[src/rtl/seg_bus_decoder.sv]
// seg_bus_decoder: recovers four hex digits from a multiplexed 7-segment display bus
// Ports: clk, rst_n (async, active-low); seg_in = {rsv, sel[4:0], rsv, rsv, seg[6:0], rsv};
//        dig_one..dig_four recovered digits; dig_valid per-digit flags (bit 3 = dig_one);
//        frame_done, seg_err, sel_err, timeout are single-cycle pulses
module seg_bus_decoder #(
    parameter int STABLE_CYCLES = 4,
    parameter int TIMEOUT = 255
) (
    input  logic        clk,
    input  logic        rst_n,
    input  logic [15:0] seg_in,
    output logic [3:0]  dig_one,
    output logic [3:0]  dig_two,
    output logic [3:0]  dig_three,
    output logic [3:0]  dig_four,
    output logic [3:0]  dig_valid,
    output logic        frame_done,
    output logic        seg_err,
    output logic        sel_err,
    output logic        timeout
);
    typedef enum logic {IDLE, COLLECT} state_t;
    state_t      state, state_n;
    logic [15:0] smp;
    logic [3:0]  run;
    logic        acc;
    logic [3:0]  mask, mask_n, valid_n, d1_n, d2_n, d3_n, d4_n, hit;
    logic [7:0]  tcnt, tcnt_n;
    logic        fd_n, se_n, sl_n, to_n;
    logic [4:0]  sel, dec;
    logic        rsv, idle, good_sel, wr;

    // {pattern known, hex value}
    function automatic logic [4:0] seg_decode(input logic [6:0] s);
        case (s)
            7'b1110111: return 5'h10;
            7'b0100100: return 5'h11;
            7'b0011111: return 5'h12;
            7'b0111110: return 5'h13;
            7'b1101100: return 5'h14;
            7'b1111010: return 5'h15;
            7'b1111011: return 5'h16;
            7'b0110100: return 5'h17;
            7'b1111111: return 5'h18;
            7'b1111110: return 5'h19;
            7'b1111101: return 5'h1a;
            7'b1101011: return 5'h1b;
            7'b1010011: return 5'h1c;
            7'b0101111: return 5'h1d;
            7'b1011011: return 5'h1e;
            7'b1011001: return 5'h1f;
            default:    return 5'h00;
        endcase
    endfunction

    // acc is high for the single cycle in which run first equals STABLE_CYCLES,
    // so smp still holds the accepted value while acc is high
    always_ff @(posedge clk or negedge rst_n) begin
        if (!rst_n) begin
            smp <= '0;
            run <= '0;
            acc <= 1'b0;
        end else begin
            smp <= seg_in;
            run <= (seg_in != smp) ? 4'd1 : (run == 4'd15) ? run : run + 4'd1;
            acc <= (seg_in == smp) && (run == 4'(STABLE_CYCLES - 1));
        end
    end

    assign sel = smp[14:10];
    assign rsv = smp[15] | smp[9] | smp[8] | smp[0];
    assign hit = (sel == 5'b10000) ? 4'b1000 :
                 (sel == 5'b01000) ? 4'b0100 :
                 (sel == 5'b00010) ? 4'b0010 :
                 (sel == 5'b00001) ? 4'b0001 : 4'b0000;
    assign idle = (sel == 5'd0) && !rsv;
    assign good_sel = !rsv && |hit;
    assign dec = seg_decode(smp[7:1]);
    assign wr = acc && good_sel && dec[4];

    always_comb begin
        state_n = state;
        mask_n  = mask;
        tcnt_n  = tcnt;
        valid_n = dig_valid;
        fd_n    = 1'b0;
        to_n    = 1'b0;
        sl_n    = acc && !idle && !good_sel;
        se_n    = acc && good_sel && !dec[4];
        d1_n    = (wr && hit[3]) ? dec[3:0] : dig_one;
        d2_n    = (wr && hit[2]) ? dec[3:0] : dig_two;
        d3_n    = (wr && hit[1]) ? dec[3:0] : dig_three;
        d4_n    = (wr && hit[0]) ? dec[3:0] : dig_four;
        if (wr) begin
            valid_n = dig_valid | hit;
            tcnt_n  = '0;
            if ((mask | hit) == 4'hf) begin
                fd_n    = 1'b1;
                mask_n  = '0;
                state_n = IDLE;
            end else begin
                mask_n  = mask | hit;
                state_n = COLLECT;
            end
        end else if (state == COLLECT) begin
            if (tcnt == 8'(TIMEOUT - 1)) begin
                to_n    = 1'b1;
                mask_n  = '0;
                valid_n = '0;
                tcnt_n  = '0;
                state_n = IDLE;
            end else begin
                tcnt_n = tcnt + 8'd1;
            end
        end
    end

    always_ff @(posedge clk or negedge rst_n) begin
        if (!rst_n) begin
            state      <= IDLE;
            mask       <= '0;
            tcnt       <= '0;
            dig_valid  <= '0;
            dig_one    <= '0;
            dig_two    <= '0;
            dig_three  <= '0;
            dig_four   <= '0;
            frame_done <= 1'b0;
            seg_err    <= 1'b0;
            sel_err    <= 1'b0;
            timeout    <= 1'b0;
        end else begin
            state      <= state_n;
            mask       <= mask_n;
            tcnt       <= tcnt_n;
            dig_valid  <= valid_n;
            dig_one    <= d1_n;
            dig_two    <= d2_n;
            dig_three  <= d3_n;
            dig_four   <= d4_n;
            frame_done <= fd_n;
            seg_err    <= se_n;
            sel_err    <= sl_n;
            timeout    <= to_n;
        end
    end
endmodule
[config.mk]
export PLATFORM = sky130hd
export DESIGN_NAME = seg_bus_decoder
export DESIGN_NICKNAME = d
export VERILOG_FILES = /design/src/rtl/seg_bus_decoder.sv
export SDC_FILE = /design/constraint.sdc
export NUM_CORES = 1
export LEC_CHECK = 0
export ABC_AREA = 1
export ABC_CLOCK_PERIOD_IN_PS = 1700
export CORE_MARGIN = 4
export CORE_UTILIZATION = 49
export CTS_CLUSTER_DIAMETER = 40
export DETAILED_ROUTE_END_ITERATION = 16
export HOLD_SLACK_MARGIN = 0.12
export PLACE_DENSITY = 0.76
export SETUP_SLACK_MARGIN = 0.5
export SLEW_MARGIN = 10
export SYNTH_ARGS = -nofsm -noshare
export SYNTH_HDL_FRONTEND = slang
export SYNTH_SLANG_ARGS = --single-unit
[constraint.sdc]
create_clock -name clk -period 1.7 [get_ports clk]
set_input_delay 0.34 -clock clk [delete_from_list [all_inputs] [get_ports clk]]
set_output_delay 0.34 -clock clk [all_outputs]
set_load 0.05 [all_outputs]
## Word-level counts from Yosys, hierarchy flattened

Cells that the tools add are included.

- Logic and storage cells: 94
- Register bits after elaboration: 58
- Input port bits: 18

- Add/subtract/negate cells: 2
- Reductions and logical operators: 21
- Equality and inequality tests: 27
- Bitwise logic cells: 5
- Mux-type cells: 24

Operators by type and width:

| kind | number |
|---|---|
| case mux 5 bit (16 select lines) | 1 |
| equality test 7 bit (second input constant) | 11 |
| two-way mux 4 bit | 8 |
| equality test 7 x 6 -> 1 bit (second input constant) | 4 |
| two-way mux 8 bit | 3 |
| equality test 16 bit | 1 |
| inequality test 16 bit | 1 |
| logical AND 1 bit | 12 |
| two-way mux 1 bit | 10 |
| adder 8 x 1 -> 8 bit (second input constant) | 1 |
| equality test 4 bit (second input constant) | 2 |
| equality test 8 bit (second input constant) | 1 |
| OR 4 bit | 2 |
| equality test 7 x 5 -> 1 bit (second input constant) | 1 |
| equality test 5 x 1 -> 1 bit (second input constant) | 1 |
| equality test 5 x 2 -> 1 bit (second input constant) | 1 |
| equality test 5 x 4 -> 1 bit (second input constant) | 1 |
| equality test 5 bit (second input constant) | 1 |
| zero test 5 bit | 1 |
| adder 4 x 1 -> 4 bit (second input constant) | 1 |
| equality test 4 x 2 -> 1 bit (second input constant) | 1 |
| zero test 1 bit | 4 |
| nonzero test 2 bit | 2 |
| OR reduction 4 bit | 1 |
| other kinds (5) | 7 |

## Logic depth before layout (Yosys ltp)

Gate-level depths: netlist of the first run.

- Depth in word-level cells: 11
- Depth in mapped cells: 11
- Depth with buffers taken out: 10

## Worst setup path before layout of the first run

No wires, ideal clock.

- Path type: register -> register
- Start: register smp[12]
- End: register dig_valid[0]
- Setup slack: 0.067 ns
- Arrival: 1.511 ns
- Library setup time: 0.122 ns
- Stages on the path, launching flop included: 10
- Clock period less this slack: 1.633 ns
- Path through: dfrtp_1 > nor2_2 > nand4_1 > nand2_1 > nor2_2 > nor3_4 > nand2_4 > buf_6 > nand3_1 > nand2_1

- Word-level cells in the longest chain between the ends: 11
- Elaborated cells on any way between the ends: 17

Ends and longest elaborated chain:

| what | RTL line | source |
|---|---|---|
| from (decl) | 24 | `logic [15:0] smp;` |
| from (signal assigned) | 64 | `smp <= seg_in;` |
| equality test 5 x 1 -> 1 bit | 75 | `(sel == 5'b00001) ? 4'b0001 : 4'b0000;` |
| two-way mux 1 bit | 75 |  |
| two-way mux 2 bit | 74 | `(sel == 5'b00010) ? 4'b0010 :` |
| two-way mux 3 bit | 73 | `(sel == 5'b01000) ? 4'b0100 :` |
| two-way mux 4 bit (*) | 72 | `assign hit = (sel == 5'b10000) ? 4'b1000 :` |
| OR reduction 4 bit | 77 | `assign good_sel = !rsv && \|hit;` |
| logical AND 1 bit | 77 |  |
| logical AND 1 bit (2 in series) | 79 | `assign wr = acc && good_sel && dec[4];` |
| nonzero test 2 bit (no source line) | - |  |
| AND reduction 2 bit (no source line) | - |  |
| to (signal assigned) | 136 | `dig_valid <= valid_n;` |
| to (decl) | 16 | `output logic [3:0] dig_valid,` |

Mark *: on every way between the ends. The rest lies on a longest branch, timed or not.
A chain may end at the register's enable or synchronous reset.

## Worst setup path in the final report of the first run

- Start: register smp[6]
- End: register dig_valid[0]

- Word-level cells in the longest chain between the ends: 5
- Elaborated cells on any way between the ends: 22

Ends and longest elaborated chain:

| what | RTL line | source |
|---|---|---|
| equality test 7 bit (tied with other cells) | 35 | `case (s)` |
| case mux 5 bit (16 select lines) (*) | 35 |  |
| logical AND 1 bit (*) | 79 |  |
| nonzero test 2 bit (no source line) | - |  |
| AND reduction 2 bit (no source line) | - |  |

Marked as above.

==> results of run 1 <==
## cells in the mapped netlist, types with 2 or more instances
| library cell | instances | area [um2] |
|---|---|---|
| a21oi_1 | 3 | 15.0 |
| buf_2 | 2 | 10.0 |
| buf_6 | 4 | 45.0 |
| clkinv_1 | 2 | 7.51 |
| dfrtp_1 | 58 | 1450 |
| ha_1 | 3 | 37.5 |
| inv_1 | 33 | 124 |
| nand2_1 | 94 | 353 |
| nand3_1 | 45 | 225 |
| nand3b_1 | 2 | 15.0 |
| nand4_1 | 27 | 169 |
| nor2_1 | 44 | 165 |
| nor2_2 | 4 | 25.0 |
| o211ai_1 | 4 | 30.0 |
| or2_2 | 2 | 12.5 |
| xnor2_1 | 18 | 158 |
| xor2_1 | 4 | 35.0 |
## registers in the layout, indices dropped and copies added (netlist names), 4 cells and up
register	cells
dig_four	4
smp	16
tcnt	8
dig_valid	4
dig_three	4
mask	4
dig_two	4
run	4
dig_one	4
## per-stage QoR
stage | hold WS [ns] | worst slack [ns]
after floorplan | 0.0444 | 0.0670
final | 0.462 | -0.0478
after CTS | 0.490 | 0.0686
after detailed placement | 0.337 | -0.0791
after global placement | 0.328 | 0.0481
after global routing | 0.487 | -0.145
## repair_timing
item / CTS / global route
pin swaps: 5 / 15
endpoints found under the hold margin: 20 / 0
setup endpoints to repair: 66 / 83
setup buffers: 29 / 13
gates cloned: 2 / 1
hold buffers: 1 / 0
gates resized for setup: 61 / 45
## worst max-delay path by stage
| stage | start | endpoint | slack, ns |
|---|---|---|---|
| 2_1_floorplan | smp[12]$_DFF_PN0_ | dig_valid[0]$_DFFE_PN0P_ | 0.07 |
| 3_3_place_gp | smp[2]$_DFF_PN0_ | dig_three[2]$_DFFE_PN0P_ | 0.05 |
| 3_5_place_dp | smp[11]$_DFF_PN0_ | tcnt[0]$_DFFE_PN0P_ | -0.08 |
| 4_1_cts | smp[11]$_DFF_PN0_ | dig_valid[0]$_DFFE_PN0P_ | 0.07 |
| 5_1_grt | smp[5]$_DFF_PN0_ | dig_valid[0]$_DFFE_PN0P_ | -0.15 |
| 6_report | smp[6]$_DFF_PN0_ | dig_valid[0]$_DFFE_PN0P_ | -0.05 |
## cell type report
| cell class | count | area share [%] |
|---|---|---|
| Multi-Input combinational cell | 257 | 35.7 |
| Timing Repair Buffer | 100 | 22.6 |
| Tap cell | 72 | 2.03 |
| Sequential cell | 58 | 32.9 |
| Inverter | 36 | 3.05 |
| Clock buffer | 14 | 3.44 |
| Clock inverter | 2 | 0.282 |
## logic make-up (layout without fill, tap and decap cells)
group,after synthesis,after routing,share of synthesized area [%]
AOI/OAI and AO/OA,8,8,1.70
xor gates and xnor gates,22,22,6.54
adders and majority gates,3,3,1.27
buffers and inverters,42,152,6.45
DFF,58,58,49.3
muxes,1,1,0.340
and+or+nand+nor,222,223,34.4
## worst reg2reg max path, delay by kind of cell, from the launching register on
| family | cells | cell delay (ns) |
|---|---|---|
| simple gates | 9 | 0.94 |
| buf+inv | 2 | 0.23 |
| flops | 1 | 0.45 |
## power by group through the flow
stage	sequential [mW]	clock (mW)	combinational, mW
6_report	1.43	1.10	0.321
5_1_grt	1.43	1.18	0.344
4_1_cts	1.42	1.10	0.280
3_5_place_dp	1.45	0	0.212
3_3_place_gp	1.45	0	0.207
2_1_floorplan	1.44	0	0.0979
## layer usage
layer,share of wire (%),GRT usage [%],wire [um]
met5,0,0,0
met4,3.2,11.4,250
met3,6.7,3.94,528
met2,50,36.4,3970
met1,40,25.6,3180
## placed cells by master (no fill, tap or decap), types with 5 or more instances in the layout
| cell type | instances |
|---|---|
| dfrtp_2 | 5 |
| xnor2_2 | 6 |
| buf_4 | 44 |
| inv_2 | 8 |
| nand2_2 | 13 |
| nand3_2 | 10 |
| nand4_1 | 27 |
| inv_1 | 26 |
| nand2_1 | 80 |
| dfrtp_1 | 53 |
| nor2_2 | 12 |
| clkbuf_8 | 10 |
| clkdlybuf4s50_1 | 16 |
| nor2_1 | 28 |
| xnor2_1 | 12 |
| buf_6 | 32 |
| nand3_1 | 33 |
| nor2_4 | 8 |
==> flow_summary.toml, run 1 <==
[outcome]
status = "finished with violations"
failed_checks = "negative setup slack"

[layout]
drive_gt1_share_pct = 36.2
layout.nets = 483
regArea_um2 = 1460
num_antenna_cells = 0
stdcell_count = 539
fillers = 361
final_cell_area_um2 = 4440
area_delta_synth_final_pct = 50.6
multi_input_area_um2 = 1590
fin_util_pct = 78.2

[sta]
rsz0062_at_grt = "true"
hold_viol = 0
finClkSkew_ns = 0.00794
drv_slew = 0
period_minus_slack_ns = 1.75
period_share_pct = 103
worstMarginPinSlew_ns = 0.428
setup-violations-final = 4
max_freq_mhz = 572
timing.final.ws_setup_ns = -0.0478
relSlewSlack_pct = 71.4
tns_ns = -0.0869

[route]
vias = 2873
remaining_drc_errors = 0
ant_nets = 0
drtPass1Iterations = 5
drt-initial-drc-count = 188
avgRoutedWirePerCell_um = 14.7
wl_um = 7930
via_per_inst = 5.33

[clock_network]
clkSinkCount = 58
htreeDepth = 3
clockBufferDepth = 2
path_clk_slew_ns = 0.06
cts-root-buf = "clkbuf_8"
numCtsBuffers = 9
clock_latency_ns = 0.34
cts_tree = "built"

[power]
pwr_density_cell_nw_per_um2 = 643
power_frac_seq_pct = 50.1
p_sw_mw = 0.723
swShare_pct = 25.3
p_total_mw = 2.85
p_int_mw = 2.13
combPwrFrac_pct = 11.2
clkPwrFrac_pct = 38.7
p_leak_nw = 2.31
peakVddDrop_uv = 618

[worst_setup_path]
cp.required_ns = 1.90
cpPeakStageDelay_ns = 0.45
cp_num_cells = 11
regToRegSetupSlack_ns = -0.05
path_cells = "inv_2 -> nand2_2 -> nor2_4 -> nand3_2 -> nand2_2 -> nor2_4 -> nand3_4 -> buf_6 -> nand2_8 -> nand3_1 -> nand2_1"
crit_buf_inv = 2
slowest_stage = "dfrtp_2"
r2r-start = "smp[6]$_DFF_PN0_"
timing.rr.end = "dig_valid[0]$_DFFE_PN0P_"
arrival_ns = 1.95
crit_type = "flip-flop to flip-flop"
end_kind = "flip-flop"
worst-r2r-cell-count = 11
cp_max_fo = 13
crit_path_start_kind = "flip-flop"
critPathTopFamily = "simple AND/OR/NAND/NOR gates"

[yosys]
ys.flop_type = "dfrtp_1"
yosysWarnings = 0
ys_seq_elements = 58
netlist_instances = 356
synthArstFlopShare_pct = 100
syn_area_um2 = 2950
syn-num-nets = 377
synth.avg_cell_area_um2 = 8.28
ys_types = 24
synth-edff-count = 0
synth_seq_area_share_pct = 49.3

[floorplanning]
die_area_um2 = 7320
die_h_um = 85.5
dieWidth_um = 85.5
ios = 42
rows = 27
start_util_pct = 51.9
fp.coreArea_um2 = 5680

[global_routing]
grt_pass1_vias = 2827
overflow = 0
grt_antenna_before_repair = 0
grt_use_total_pct = 21.4
grt_max_degree = 27
grt_pass1_wl_um = 12500

[placement]
place.gp.congestion = 0.818
port_buffers = 41
place_inst = 477
placed_area_um2 = 3490
dpl.hpwl_um = 4640

[hold_path]
hp-class = "input pin to asynchronous set/reset pin"

[run]
drv_cap = 0
No activity file was read; power rests on OpenSTA's default activity.
==> run 2, diff against run 1 <==
- CORE_MARGIN: 4 -> 3
==> flow_summary.toml, run 2 (synthesis gave the netlist of run 1 again) <==
[hold_path]
hold_path_depth = 1
hp-class = "input pin to flip-flop"

[clock_network]
clkSinkCount = 58
path_clk_slew_ns = 0.07
cts-root-buf = "clkbuf_8"
clock_latency_ns = 0.35
numCtsBuffers = 9
htreeDepth = 3
clockBufferDepth = 2
cts_tree = "built"

[worst_setup_path]
cp.required_ns = 1.98
worst-r2r-cell-count = 10
end_kind = "flip-flop"
cp_max_fo = 6
crit_path_start_kind = "flip-flop"
critPathTopFamily = "simple AND/OR/NAND/NOR gates"
cpPeakStageDelay_ns = 0.44
path_cells = "nor2_4 -> nand4_1 -> nand2_2 -> nor2_4 -> nor3_4 -> buf_6 -> buf_4 -> buf_16 -> nand4_1 -> nand2_1"
slowest_stage = "dfrtp_1"
arrival_ns = 2.03
crit_buf_inv = 3
crit_type = "flip-flop to flip-flop"
cp_num_cells = 10

[layout]
top_regs = "smp: 16 flops, tcnt: 8 flops"
layout_common_cells = "80 x nand2_1, 51 x dfrtp_1, 42 x buf_4"
fillers = 336
fin_util_pct = 79.3
layout.nets = 485
area_delta_synth_final_pct = 52.8
layout_commonest_cell = "nand2_1"
num_antenna_cells = 0
drive_gt1_share_pct = 35.4
regMostFlops = "smp"
largest_reg_flops = 16
stdcell_count = 541

[sta]
period_minus_slack_ns = 1.75
max_freq_mhz = 570
period_share_pct = 103
whs_ns = 0.480
rsz0062_at_grt = "true"
setup-violations-final = 17
finClkSkew_ns = 0.0153
drv_slew = 0
timing.final.ws_setup_ns = -0.0530
worstMarginPinSlew_ns = 0.395
relSlewSlack_pct = 73.6
hold_viol = 0

[route]
drt-initial-drc-count = 181
avgRoutedWirePerCell_um = 15.1
via_per_inst = 5.43
vias = 2935
ant_nets = 0
wl_um = 8180
remaining_drc_errors = 0
drtPass1Iterations = 5

[power]
pwr_density_cell_nw_per_um2 = 675
p_leak_nw = 2.34
peakVddDrop_uv = 589

[global_routing]
grt_pass1_vias = 2957
grt_pass1_wl_um = 13600
grt_antenna_before_repair = 0
grt_use_total_pct = 24.5
grt_max_degree = 59
overflow = 0

[placement]
dpl.hpwl_um = 4360
place.gp.congestion = 0.906
port_buffers = 41
place_inst = 477

[floorplanning]
ios = 42
die_area_um2 = 6980
dieWidth_um = 83.5
fp.coreArea_um2 = 5680
rows = 27
start_util_pct = 51.9
die_h_um = 83.5

[outcome]
failed_checks = "negative setup slack"
status = "finished with violations"

[run]
drv_cap = 0
==> run 2: changes by cell type in the layout (fill, tap and decap cells not counted), moves of 3 or more <==
cell	delta
nand3_2	+4
nor2_1	+5
inv_1	+3
inv_2	-3
nor2_2	-6
==> run 2: final cells by class <==
cell class                 instances  area [um2]  area share (%)
clock inverter                     2        35.0           0.778
inverter                          36         135            3.00
timing repair buffer             100        1030            22.9
sequential                        58        1460            32.4
multi-input combinational        259        1590            35.3
tap                               72        90.1            2.00
clock buffer                      14         163            3.61
==> run 2: where the power goes <==
group	switching (mW)	internal (mW)
Combinational	0.151	0.145
Clock	0.558	0.757
Sequential	0.0287	1.40
Total	0.738	2.30
==> run 2: metal layers <==
layer | part of all wire [%] | wire, um | GRT usage (%)
met1 | 40 | 3270 | 28.5
met2 | 52 | 4290 | 42.1
met3 | 5.5 | 446 | 6.81
met4 | 2.1 | 170 | 10.7
met5 | 0 | 0 | 0
==> run 2: path summary, 6_finish.rpt <==
check                                        start                       to  slack [ns]
max                              smp[13]$_DFF_PN0_   dig_one[0]$_DFFE_PN0P_       -0.05
min                                      seg_in[5]         smp[5]$_DFF_PN0_        0.48
max reg2reg                      smp[13]$_DFF_PN0_   dig_one[0]$_DFFE_PN0P_       -0.05
min reg2reg                dig_four[0]$_DFFE_PN0P_  dig_four[0]$_DFFE_PN0P_        0.50
max in group asynchronous                    rst_n         smp[1]$_DFF_PN0_        0.88
min in group asynchronous                    rst_n   dig_one[3]$_DFFE_PN0P_        0.51
==> run 2: per-stage QoR <==
step	cell area, um2	TNS [ns]	setup WS, ns	power [mW]
2_1_floorplan	2970	0	0.0670	1.54
3_3_place_gp	3490	0	0.0470	1.65
3_5_place_dp	3490	-0.0565	-0.0183	1.66
4_1_cts	4350	0	0.0814	3.02
5_1_grt	4500	-4.15	-0.176	3.16
6_report	4500	-0.366	-0.0530	3.04
==> run 2: worst register-to-register path, delay by kind of cell (launching register included) <==
family	cells	cell delay (ns)
DFF	1	0.44
buffers and inverters	3	0.40
and+or+nand+nor	7	0.84
==> run 2: what timing repair did <==
action / CTS / global route
pin swaps: 15 / 9
endpoints found under the hold margin: 58 / 0
hold buffers: 1 / 0
cloned: 6 / 1
setup buffers: 34 / 6
resized for setup: 79 / 21
endpoints found under the setup margin: 66 / 66
==> run 3, diff against run 2 <==
- CORE_MARGIN: 3 -> 2
==> flow_summary.toml, run 3 (synthesis gave the netlist of run 1 again) <==
[floorplanning]
start_util_pct = 50.4
dieWidth_um = 81.5
ios = 42
die_area_um2 = 6650
rows = 28
die_h_um = 81.5
fp.coreArea_um2 = 5850

[worst_setup_path]
end_kind = "flip-flop"
crit_type = "flip-flop to flip-flop"
arrival_ns = 1.98
cp_max_fo = 6
crit_path_start_kind = "flip-flop"
cp.required_ns = 1.92

[layout]
drive_gt1_share_pct = 36.6
stdcell_count = 542
num_antenna_cells = 0
area_delta_synth_final_pct = 52.8
layout.nets = 487
fillers = 367
largest_reg_flops = 16
layout_commonest_cell = "nand2_1"
top_regs = "smp: 16 flops, tcnt: 8 flops"
layout_common_cells = "77 x nand2_1, 51 x dfrtp_1, 46 x buf_4"
regMostFlops = "smp"

[sta]
hold_viol = 0
period_share_pct = 103
drv_slew = 0
setup-violations-final = 12
max_freq_mhz = 569
timing.final.ws_setup_ns = -0.0586
period_minus_slack_ns = 1.76
finClkSkew_ns = 0.00954
relSlewSlack_pct = 71.7
worstMarginPinSlew_ns = 0.423
rsz0062_at_grt = "true"
whs_ns = 0.483

[route]
drtPass1Iterations = 5
vias = 2947
wl_um = 8200
drt-initial-drc-count = 352
remaining_drc_errors = 0
avgRoutedWirePerCell_um = 15.1
via_per_inst = 5.44
ant_nets = 0

[placement]
post-place-ws_ns = -0.0669
dpl.hpwl_um = 4220
place_inst = 476
place.gp.congestion = 0.838
port_buffers = 41

[power]
combPwrFrac_pct = 12.0
p_int_mw = 2.11
p_sw_mw = 0.708
p_leak_nw = 2.33
pwr_density_cell_nw_per_um2 = 626
power_frac_seq_pct = 50.8
clkPwrFrac_pct = 37.1
swShare_pct = 25.1
peakVddDrop_uv = 564

[clock_network]
clkSinkCount = 58
cts_tree = "built"
clock_latency_ns = 0.35
htreeDepth = 3
path_clk_slew_ns = 0.07
numCtsBuffers = 9
clockBufferDepth = 2
cts-root-buf = "clkbuf_8"

[global_routing]
grt_antenna_before_repair = 0
grt_pass1_vias = 2643
overflow = 0
grt_max_degree = 59
grt_use_total_pct = 22.1
grt_pass1_wl_um = 11100

[outcome]
status = "finished with violations"
failed_checks = "negative setup slack"

[hold_path]
hp-class = "input pin to flip-flop"

[run]
drv_cap = 0
==> run 3: cell count changes in the layout (fill, tap and decap cells not counted), moves of 2 or more <==
cell       previous run  this run
nand2_1              80        77
clkbuf_16             1         3
nand2_2              13        15
nor2_2                6         8
nand3_2              14         8
nor2_1               33        30
buf_4                42        46
buf_12                5         3
nand3_1              31        34
nand3_4               2         4
clkbuf_1              3         1
==> run 3: worst max-delay path, cell delays in order, from the launching register on <==
cell and delay [ns]:
dfrtp_2 0.47, inv_2 0.05, nand2_2 0.09, nor2_2 0.05
nand2_1 0.10, nand2_2 0.08, nor2_4 0.13, nand3_4 0.13
buf_4 0.18, buf_8 0.12, o211ai_1 0.09, nand2_1 0.12
==> run 3: cell type report <==
cell class	instances	area (um2)	area share, %
multi-input cells	257	1610	35.7
flip-flops and latches	58	1460	32.4
repair buffers	104	1060	23.5
clock inverters	1	5.00	0.111
well taps	75	93.8	2.08
inverters	36	138	3.06
clock buffers	11	141	3.14
==> run 3: worst paths after layout <==
| kind | slack, ns | end | startpoint | cells after the start |
|---|---|---|---|---|
| worst min-delay path | 0.48 | smp[3]$_DFF_PN0_ | seg_in[3] | 1 |
| max in group asynchronous | 0.89 | smp[10]$_DFF_PN0_ | rst_n | 3 |
| worst min register to register | 0.50 | dig_three[1]$_DFFE_PN0P_ | dig_three[1]$_DFFE_PN0P_ | 2 |
| worst max-delay path | -0.06 | dig_valid[0]$_DFFE_PN0P_ | smp[5]$_DFF_PN0_ | 11 |
| min in group asynchronous | 0.52 | dig_one[2]$_DFFE_PN0P_ | rst_n | 3 |
| worst max register to register | -0.06 | dig_valid[0]$_DFFE_PN0P_ | smp[5]$_DFF_PN0_ | 11 |
==> run 3: power by group through the flow <==
stage	registers, mW	clock network [mW]	logic [mW]
floorplan	1.44	0	0.0979
finish	1.43	1.05	0.338
CTS	1.42	1.04	0.251
global placement	1.45	0	0.195
global route	1.43	1.14	0.367
detailed placement	1.45	0	0.199
==> run 3: timing repair <==
item,in CTS,in global routing
gates cloned,1,4
hold endpoints to repair,58,0
endpoints found under the setup margin,66,66
hold buffers,1,0
setup buffers,27,21
pin swaps,6,16
resized for setup,48,63
==> run 3: per-layer routing <==
metal	GRT usage [%]	routed length, um	part of all wire (%)	vias to the layer above
met5	0	0	0	-
li1	-	-	-	1386
met1	26.3	3250	40	1381
met2	36.6	4220	51	155
met4	13.9	209	2.5	0
met3	4.40	522	6.4	25
==> run 3: per-stage QoR <==
stage          instance area (um2)  utilization, %  TNS (ns)  power, mW
3_5_place_dp                  3450            59.0    -0.643       1.65
3_3_place_gp                  3450            59.0         0       1.64
4_1_cts                       4050            69.2         0       2.72
5_1_grt                       4500            77.0     -3.63       2.94
2_1_floorplan                 2970               -         0       1.54
6_report                      4500            77.0    -0.238       2.82
